## src/rtl/vedic_seq_mul_ctrl.sv

```systemverilog
// -----------------------------------------------------------------------------
// vedic_seq_mul_ctrl
//   Sequential unsigned multiplier, AW = 4*N_DIG bits by AW bits. It uses one
//   combinational vedic4x4 core. Each clock one pair of 4-bit digits goes
//   through the core, and the partial product is shifted and added into a
//   PW-bit accumulator. The operation is fully serial: a new operand pair is
//   accepted only when the block is idle.
//
//   Parameters
//     N_DIG      digits per operand (1..4); AW = 4*N_DIG, PW = 8*N_DIG
//
//   Ports
//     clk        clock; all state changes on the rising edge
//     rst        synchronous, active-high reset
//     in_valid   operand pair a/b is valid
//     in_ready   block can accept a pair (high only in IDLE)
//     a, b       AW-bit unsigned operands, captured at accept
//     out_valid  product is valid; held until out_ready
//     out_ready  consumer takes the product
//     product    PW-bit registered result a*b
//     busy       state is not IDLE
//
//   Optional build macro
//     VEDIC_SEQ_ZERO_SKIP_EN: a zero operand ends the operation after one
//     cycle with product 0. Without the macro, zero operands take the full
//     N_DIG^2 cycles like any other pair.
// -----------------------------------------------------------------------------

// 2x2 vedic (urdhva-tiryak) multiplier.
module vedic2x2 (
    input  logic [1:0] a,
    input  logic [1:0] b,
    output logic [3:0] p
);
    logic x, y, c1, t;
    assign x    = a[1] & b[0];
    assign y    = a[0] & b[1];
    assign c1   = x & y;
    assign t    = a[1] & b[1];
    assign p[0] = a[0] & b[0];
    assign p[1] = x ^ y;
    assign p[2] = t ^ c1;
    assign p[3] = t & c1;
endmodule

// 4x4 vedic multiplier built from four 2x2 blocks and two adders.
module vedic4x4 (
    input  logic [3:0] i1,
    input  logic [3:0] i2,
    output logic [7:0] Product
);
    logic [3:0] q0, q1, q2, q3;
    logic [4:0] mid;
    logic [5:0] hi;

    vedic2x2 u_ll (.a(i1[1:0]), .b(i2[1:0]), .p(q0));
    vedic2x2 u_hl (.a(i1[3:2]), .b(i2[1:0]), .p(q1));
    vedic2x2 u_lh (.a(i1[1:0]), .b(i2[3:2]), .p(q2));
    vedic2x2 u_hh (.a(i1[3:2]), .b(i2[3:2]), .p(q3));

    // Cross terms have weight 4. The high term has weight 16 and is joined
    // with the upper half of q0 before the final add.
    assign mid     = {1'b0, q1} + {1'b0, q2};
    assign hi      = {q3, q0[3:2]} + {1'b0, mid};
    assign Product = {hi, q0[1:0]};
endmodule

module vedic_seq_mul_ctrl #(
    parameter int N_DIG = 2
) (
    input  logic                 clk,
    input  logic                 rst,
    input  logic                 in_valid,
    output logic                 in_ready,
    input  logic [4*N_DIG-1:0]   a,
    input  logic [4*N_DIG-1:0]   b,
    output logic                 out_valid,
    input  logic                 out_ready,
    output logic [8*N_DIG-1:0]   product,
    output logic                 busy
);
    localparam int AW = 4 * N_DIG;
    localparam int PW = 8 * N_DIG;
    localparam int IW = (N_DIG > 1) ? $clog2(N_DIG) : 1;
    localparam logic [IW-1:0] LAST = IW'(N_DIG - 1);

    typedef enum logic [1:0] {
        S_IDLE = 2'd0,
        S_MUL  = 2'd1,
        S_DONE = 2'd2
    } state_t;

    state_t        state_q, state_d;
    logic [IW-1:0] i_q, i_d, j_q, j_d;
    logic [PW-1:0] acc_q, acc_d;
    logic [AW-1:0] a_q, a_d, b_q, b_d;
    logic [PW-1:0] product_q, product_d;

    logic [3:0]    core_i1, core_i2;
    logic [7:0]    core_p;
    logic [PW-1:0] term;

`ifdef VEDIC_SEQ_ZERO_SKIP_EN
    // A zero operand is flagged at accept. The single MUL cycle that follows
    // ends the operation, so out_valid rises after the first edge past accept.
    logic zero_q, zero_d;
`endif

    vedic4x4 u_core (.i1(core_i1), .i2(core_i2), .Product(core_p));

    always_comb begin
        state_d   = state_q;
        i_d       = i_q;
        j_d       = j_q;
        acc_d     = acc_q;
        a_d       = a_q;
        b_d       = b_q;
        product_d = product_q;
`ifdef VEDIC_SEQ_ZERO_SKIP_EN
        zero_d    = zero_q;
`endif
        core_i1   = '0;
        core_i2   = '0;

        // Core inputs stay at zero outside MUL.
        if (state_q == S_MUL) begin
            core_i1 = 4'(a_q >> (4 * int'(i_q)));
            core_i2 = 4'(b_q >> (4 * int'(j_q)));
        end
        term = PW'(core_p) << (4 * (int'(i_q) + int'(j_q)));

        case (state_q)
            S_IDLE: begin
                if (in_valid) begin
                    a_d     = a;
                    b_d     = b;
                    acc_d   = '0;
                    i_d     = '0;
                    j_d     = '0;
                    state_d = S_MUL;
`ifdef VEDIC_SEQ_ZERO_SKIP_EN
                    zero_d  = (a == '0) || (b == '0);
`endif
                end
            end
            S_MUL: begin
                acc_d = acc_q + term;
`ifdef VEDIC_SEQ_ZERO_SKIP_EN
                if (zero_q) begin
                    product_d = '0;
                    state_d   = S_DONE;
                end else
`endif
                // j is the inner digit and i is the outer digit. The final
                // step writes the result directly, so no extra cycle is spent
                // reading acc.
                if (j_q == LAST) begin
                    j_d = '0;
                    if (i_q == LAST) begin
                        product_d = acc_q + term;
                        state_d   = S_DONE;
                    end else begin
                        i_d = i_q + 1'b1;
                    end
                end else begin
                    j_d = j_q + 1'b1;
                end
            end
            S_DONE: begin
                if (out_ready) state_d = S_IDLE;
            end
            default: state_d = S_IDLE;
        endcase
    end

    always_ff @(posedge clk) begin
        if (rst) begin
            state_q   <= S_IDLE;
            i_q       <= '0;
            j_q       <= '0;
            acc_q     <= '0;
            a_q       <= '0;
            b_q       <= '0;
            product_q <= '0;
`ifdef VEDIC_SEQ_ZERO_SKIP_EN
            zero_q    <= 1'b0;
`endif
        end else begin
            state_q   <= state_d;
            i_q       <= i_d;
            j_q       <= j_d;
            acc_q     <= acc_d;
            a_q       <= a_d;
            b_q       <= b_d;
            product_q <= product_d;
`ifdef VEDIC_SEQ_ZERO_SKIP_EN
            zero_q    <= zero_d;
`endif
        end
    end

    assign in_ready  = (state_q == S_IDLE);
    assign out_valid = (state_q == S_DONE);
    assign busy      = (state_q != S_IDLE);
    assign product   = product_q;
endmodule

```

## config.mk

```make
export PLATFORM = sky130hd
export DESIGN_NAME = vedic_seq_mul_ctrl
export DESIGN_NICKNAME = d
export VERILOG_FILES = /design/src/rtl/vedic_seq_mul_ctrl.sv
export SDC_FILE = /design/constraint.sdc
export NUM_CORES = 1
export LEC_CHECK = 0
export CORE_ASPECT_RATIO = 1.2
export CORE_UTILIZATION = 50
export DETAILED_ROUTE_END_ITERATION = 6
export PLACE_DENSITY = 0.74
export SETUP_SLACK_MARGIN = 0.2
export SYNTH_ARGS = -nofsm -noshare
export SYNTH_HDL_FRONTEND = slang
export SYNTH_SLANG_ARGS = --single-unit
```

## constraint.sdc

```tcl
create_clock -name clk -period 11.68 [get_ports clk]
set_input_delay 1.752 -clock clk [delete_from_list [all_inputs] [get_ports clk]]
set_output_delay 1.752 -clock clk [all_outputs]
set_load 0.03 [all_outputs]
```

* Word-level counts from Yosys, hierarchy flattened
Index checks and enable logic that the tools add are counted.
Storage, ports and cells: flip-flop bits (word level) 52, output and inout port bits 19, word-level logic and storage cells 77
Operators by class: add/subtract/negate cells 6, equal/unequal tests 6, shifts and indexed selects 3, mux-type cells 15, bitwise operators 32, reductions and logical operators 8
Operator list (number):
- $pmux 16 s2 | 1
- $and 1x1->1 | 24
- $add 16x16->16 | 1
- $mux 16 | 1
- $shl 8x4->16 | 1
- $shr 8x3->4 | 2
- $mux 2 | 4
- $mux 4 | 2
- $xor 1x1->1 | 8
- $add 6x5->6 | 1
- $ne 2x2->1 const B | 3
- $pmux 2 s3 | 1
- $reduce_and 3->1 | 2
- $add 4x4->5 | 1
- $mux 1 | 4
- $pmux 1 s2 | 2
- $reduce_and 2->1 | 2
- $reduce_and 4->1 | 1
- $reduce_bool 2->1 | 2
- $add 1x1->1 const B | 2
- $add 1x1->2 | 1
- $eq 2x1->1 const B | 1
- $eq 2x2->1 const B | 1
- $logic_not 2->1 | 1
- $ne 2x1->1 const B | 1

* Logic depth before layout (Yosys ltp)
word-level depth 10, gate-level depth with buffers 24, gate-level depth less buffers 21

* Modules after synthesis
From an unflattened synthesis, not the netlist that was laid out.
Second synthesis, totals: cells, all modules 444, area, all modules 3632.2 µm²
Modules (own cells, without submodules):
- vedic_seq_mul_ctrl | instances 1, cells each 393, area each 3183.1 µm², seq. area each 1041.0 µm²
- vedic4x4 | instances 1, cells each 27, area each 249.0 µm², seq. area each 0.0 µm²
- vedic2x2 | instances 4, cells each 6, area each 50.0 µm², seq. area each 0.0 µm²

* Least setup slack after synthesis
No wires, ideal clock.
path type flip-flop to flip-flop, from register j_q, to register product_q[12], in the netlist product[12], arrival 4.677 ns, data required time 11.610 ns, path slack 6.932 ns, stages on the path, launching flop included 22, path buffers 1, period minus slack after synthesis 4.748 ns, cells stage by stage dfxtp_1 clkbuf_1 mux2_2 nand2_1 nor2_1 ha_1 ha_1 inv_1 fa_1 inv_1 fa_1 a21o_1 mux2_2 nor2_1 nor2_1 ha_1 a21o_1 a221o_1 a31oi_4 mux2i_1 o2111ai_1 a21oi_1
Between the ends: word-level cells in the longest chain between the ends 9
Ends and longest elaborated chain:
- start: declaration | line 94 | logic [IW-1:0] i_q, i_d, j_q, j_d;
- start signal: assignment | line 191 | j_q <= j_d;
- $shr 8x3->4 | line 128 | core_i2 = 4'(b_q >> (4 * int'(j_q)));
- $mux 4 | line 126 | if (state_q == S_MUL) begin
- $and 1x1->1 (on tied branches) | line 36, 37
- $and 1x1->1 | line 38 | assign c1 = x & y;
- $xor 1x1->1 / $and 1x1->1 (equally long branches) | line 42, 43
- $add 4x4->5 | line 63 | assign mid = {1'b0, q1} + {1'b0, q2};
- $add 6x5->6 | line 64 | assign hi = {q3, q0[3:2]} + {1'b0, mid};
- $shl 8x4->16 | line 130 | term = PW'(core_p) << (4 * (int'(i_q) + int'(j_q)));
- $add 16x16->16 | line 160 | product_d = acc_q + term;
- end signal: assignment | line 195 | product_q <= product_d;
- end: declaration | line 97 | logic [PW-1:0] product_q, product_d;
Parallel ways exist; a longest one is shown, timed or not. A chain may end at the register's enable or synchronous reset.

* Worst setup path in the final report
Ends and elaborated chain as after synthesis.

==> impl_metrics.tcl <==
set metrics [dict create \
    async_reset_ff_frac 0 \
    finalWeightedCongestion 0.841 \
    fin_crit_ns 4.99 \
    antennaDiodeCount 0 \
    grt_pass1_vias 2916 \
    die_area_sq_um 7200 \
    r2r_cells 20 \
    synth_ff_type "dfxtp_1" \
    detailed_place_hpwl_mm 5.87 \
    core_area_sq_um 6530 \
    hold_violations 0 \
    cp_slowest_cell "dfxtp_1" \
    drive_gt1_frac 0.0678 \
    routed-via-count 3020 \
    ys.warnings.count 0 \
    synth_edf_count 0 \
    max_cap_viol_count 0 \
    grt_pass1_wl_mm 13.2 \
    rsz0062_at_grt "false" \
    antenna_found_initial 0 \
    outcome "finished, final reports clean" \
    viasPerCell 5.57 \
    cts_tree "built" \
    first_iter_violations 114 \
    track_usage 0.231 \
    max_stage_delay_ns 0.51 \
    path_clk_slew_ns 0.09 \
    slew_violations 0 \
    clock_latency_ns 0.31 \
    rrSetupSlack_ns 6.69 \
    overflow 0 \
    fill_cells 603 \
    synth_area_leader_cell "dfxtp_1" \
    cts_resized 0 \
    num_rows 32 \
    required_ns 11.92 \
    avgSynthCellArea_sq_um 7.94 \
    worstPathCellList "mux2_2, nand2_1, nor2_1, ha_1, ha_1, inv_1, fa_1, inv_1, fa_1, a21o_1, mux2_2, nor2_1, nor2_1, ha_1, a21o_1, a221o_1, a31oi_4, mux2i_1, o2111ai_1, a21oi_1" \
    synth_common_cells "nand2_1 (85), a21oi_1 (52), dfxtp_1 (52), nor2_1 (37), ha_1 (28)" \
    holdPathEnd "a_q[3]" \
    die_w_um 77.6 \
    p_leak_nw 1.66 \
    crit_type "reg -> reg" \
    io_pins 39 \
    grt_max_degree 63 \
    wirelength_mm 7.79 \
    drc 0 \
    syn_nets 486 \
    ir_drop_v 0.0000529 \
    worstMarginPinSlew_ns 1.04 \
    fmax_ghz 0.200 \
    setup_viol 0 \
    post_cts_buffers 0 \
    area_growth_pct 15.1 \
    fin_setup_tns_ns 0 \
    startpoint "j_q" \
    nNetsFinal 510 \
    crit_path_start_kind "flop" \
    yosysSeqAreaShare 0.303 \
    port-buffer-count 38 \
    dp.cells 534 \
    min_path_type "reg -> reg" \
    die_h_um 92.8 \
    finalNonFillerCells 542 \
    synthCells 432 \
    h-tree-depth 2 \
    final_antenna_net_count 0 \
    worstHoldStart "a_q[3]" \
    period_share 0.427 \
    synth.cell_area_sq_um 3430 \
    r2r-end "product[12]" \
    yosysTopAreaCellShare 0.303 \
    cts.path.max_buffers 2 \
    ys_ff_latch 52 \
    r2r-start "j_q" \
    first_pass_iters 4 \
    timing.slew.headroom 0.305 \
    numCtsBuffers 5 \
    crit_path_end_kind "flop" \
    cts_hold_buf 0 \
    routedWlPerCell_um 14.4 \
    power_density_nw_per_um2 88.4 \
    min_path_cells 2 \
    cp_max_fo 9 \
    clockRootBuffer "clkbuf_8" \
    synthDistinctLibCells 54 \
    synth_area_leaders "dfxtp_1 (30%), ha_1 (10%), nand2_1 (9.3%)" \
    synth_most_common_cell "nand2_1" \
    clock-sinks 52 \
    finClkSkew_ns 0.00766 \
    cp.arrival_ns 5.22 \
    initial_core_util 0.526 \
]
## worst max-delay path: cells and delay by family (launching register included)
family	cells	cell delay [ns]
buf+inv	2	0.11
compound gates	6	1.32
flops	1	0.51
fa+ha+maj	5	1.76
simple gates	4	0.31
mux	3	0.92
## per-stage QoR
step | power (mW) | utilization | worst slack, ns | hold slack [ns] | cell area [sq um]
after floorplan | 0.213 | - | 6.93 | 0.433 | 3430
after global placement | 0.225 | 0.588 | 6.81 | 0.443 | 3840
after detailed placement | 0.226 | 0.588 | 6.72 | 0.448 | 3840
after CTS | 0.352 | 0.605 | 6.70 | 0.463 | 3950
after global routing | 0.363 | 0.605 | 6.35 | 0.486 | 3950
final | 0.349 | 0.605 | 6.69 | 0.458 | 3950
## sequential cells by signal, indices dropped and copies added (netlist names)
name / cells
i_q: 1
acc_q: 16
j_q: 1
b_q: 8
a_q: 8
product: 16
state_q: 2
## worst max-delay path by stage
stage	endpoint	slack, ns	cells past startpoint
after CTS	product[12]	6.70	20
after global placement	product[12]	6.81	20
after floorplan	product[12]	6.93	21
final	product[12]	6.69	20
after global routing	product[12]	6.35	20
after detailed placement	product[12]	6.72	20
## metal layers
| layer | part of all wire | vias to the layer above | global-route usage |
|---|---|---|---|
| li1 | - | 1547 | - |
| met1 | 0.42 | 1397 | 0.255 |
| met2 | 0.53 | 61 | 0.442 |
| met3 | 0.027 | 15 | 0.0315 |
| met4 | 0.025 | 0 | 0.0833 |
| met5 | 0 | - | 0 |
## cell families after synthesis
| logic type | after synthesis | share of synthesized area |
|---|---|---|
| AO/OA/AOI/OAI | 98 | 0.196 |
| buffers and inverters | 42 | 0.0485 |
| adder cells (fa/ha/maj) | 34 | 0.137 |
| multiplexers | 13 | 0.0412 |
| XOR/XNOR | 15 | 0.0383 |
| flip-flops | 52 | 0.303 |
| AND/OR/NAND/NOR | 178 | 0.236 |
## final cells by class
type,count,area [sq um],share of cell area
clock buffer,6,72.6,0.0184
clock inverter,2,38.8,0.00982
inverter,18,67.6,0.0171
multi-input combinational,338,2220,0.563
sequential,52,1040,0.264
tap,85,106,0.0269
timing repair buffer,41,398,0.101
## power breakdown
group / switching, mW / internal [mW]
clock network: 0.0621 / 0.0648
registers: 0.00319 / 0.181
logic: 0.0223 / 0.0152
## cells in the final DEF (no fill, tap or decap), drive strengths merged, types with 4 or more instances in the layout
| master | n |
|---|---|
| a21o | 10 |
| a21oi | 52 |
| a31oi | 4 |
| and2 | 5 |
| buf | 4 |
| clkbuf | 6 |
| clkdlybuf4s50 | 37 |
| dfxtp | 52 |
| fa | 6 |
| ha | 28 |
| inv | 19 |
| mux2 | 9 |
| mux2i | 4 |
| nand2 | 85 |
| nand2b | 4 |
| nand3 | 18 |
| nand4b | 5 |
| nor2 | 37 |
| nor3 | 4 |
| nor3b | 4 |
| o21ai | 6 |
| o31ai | 4 |
| xnor2 | 10 |
| xor2 | 5 |
Power figures use the tool's default switching activity.
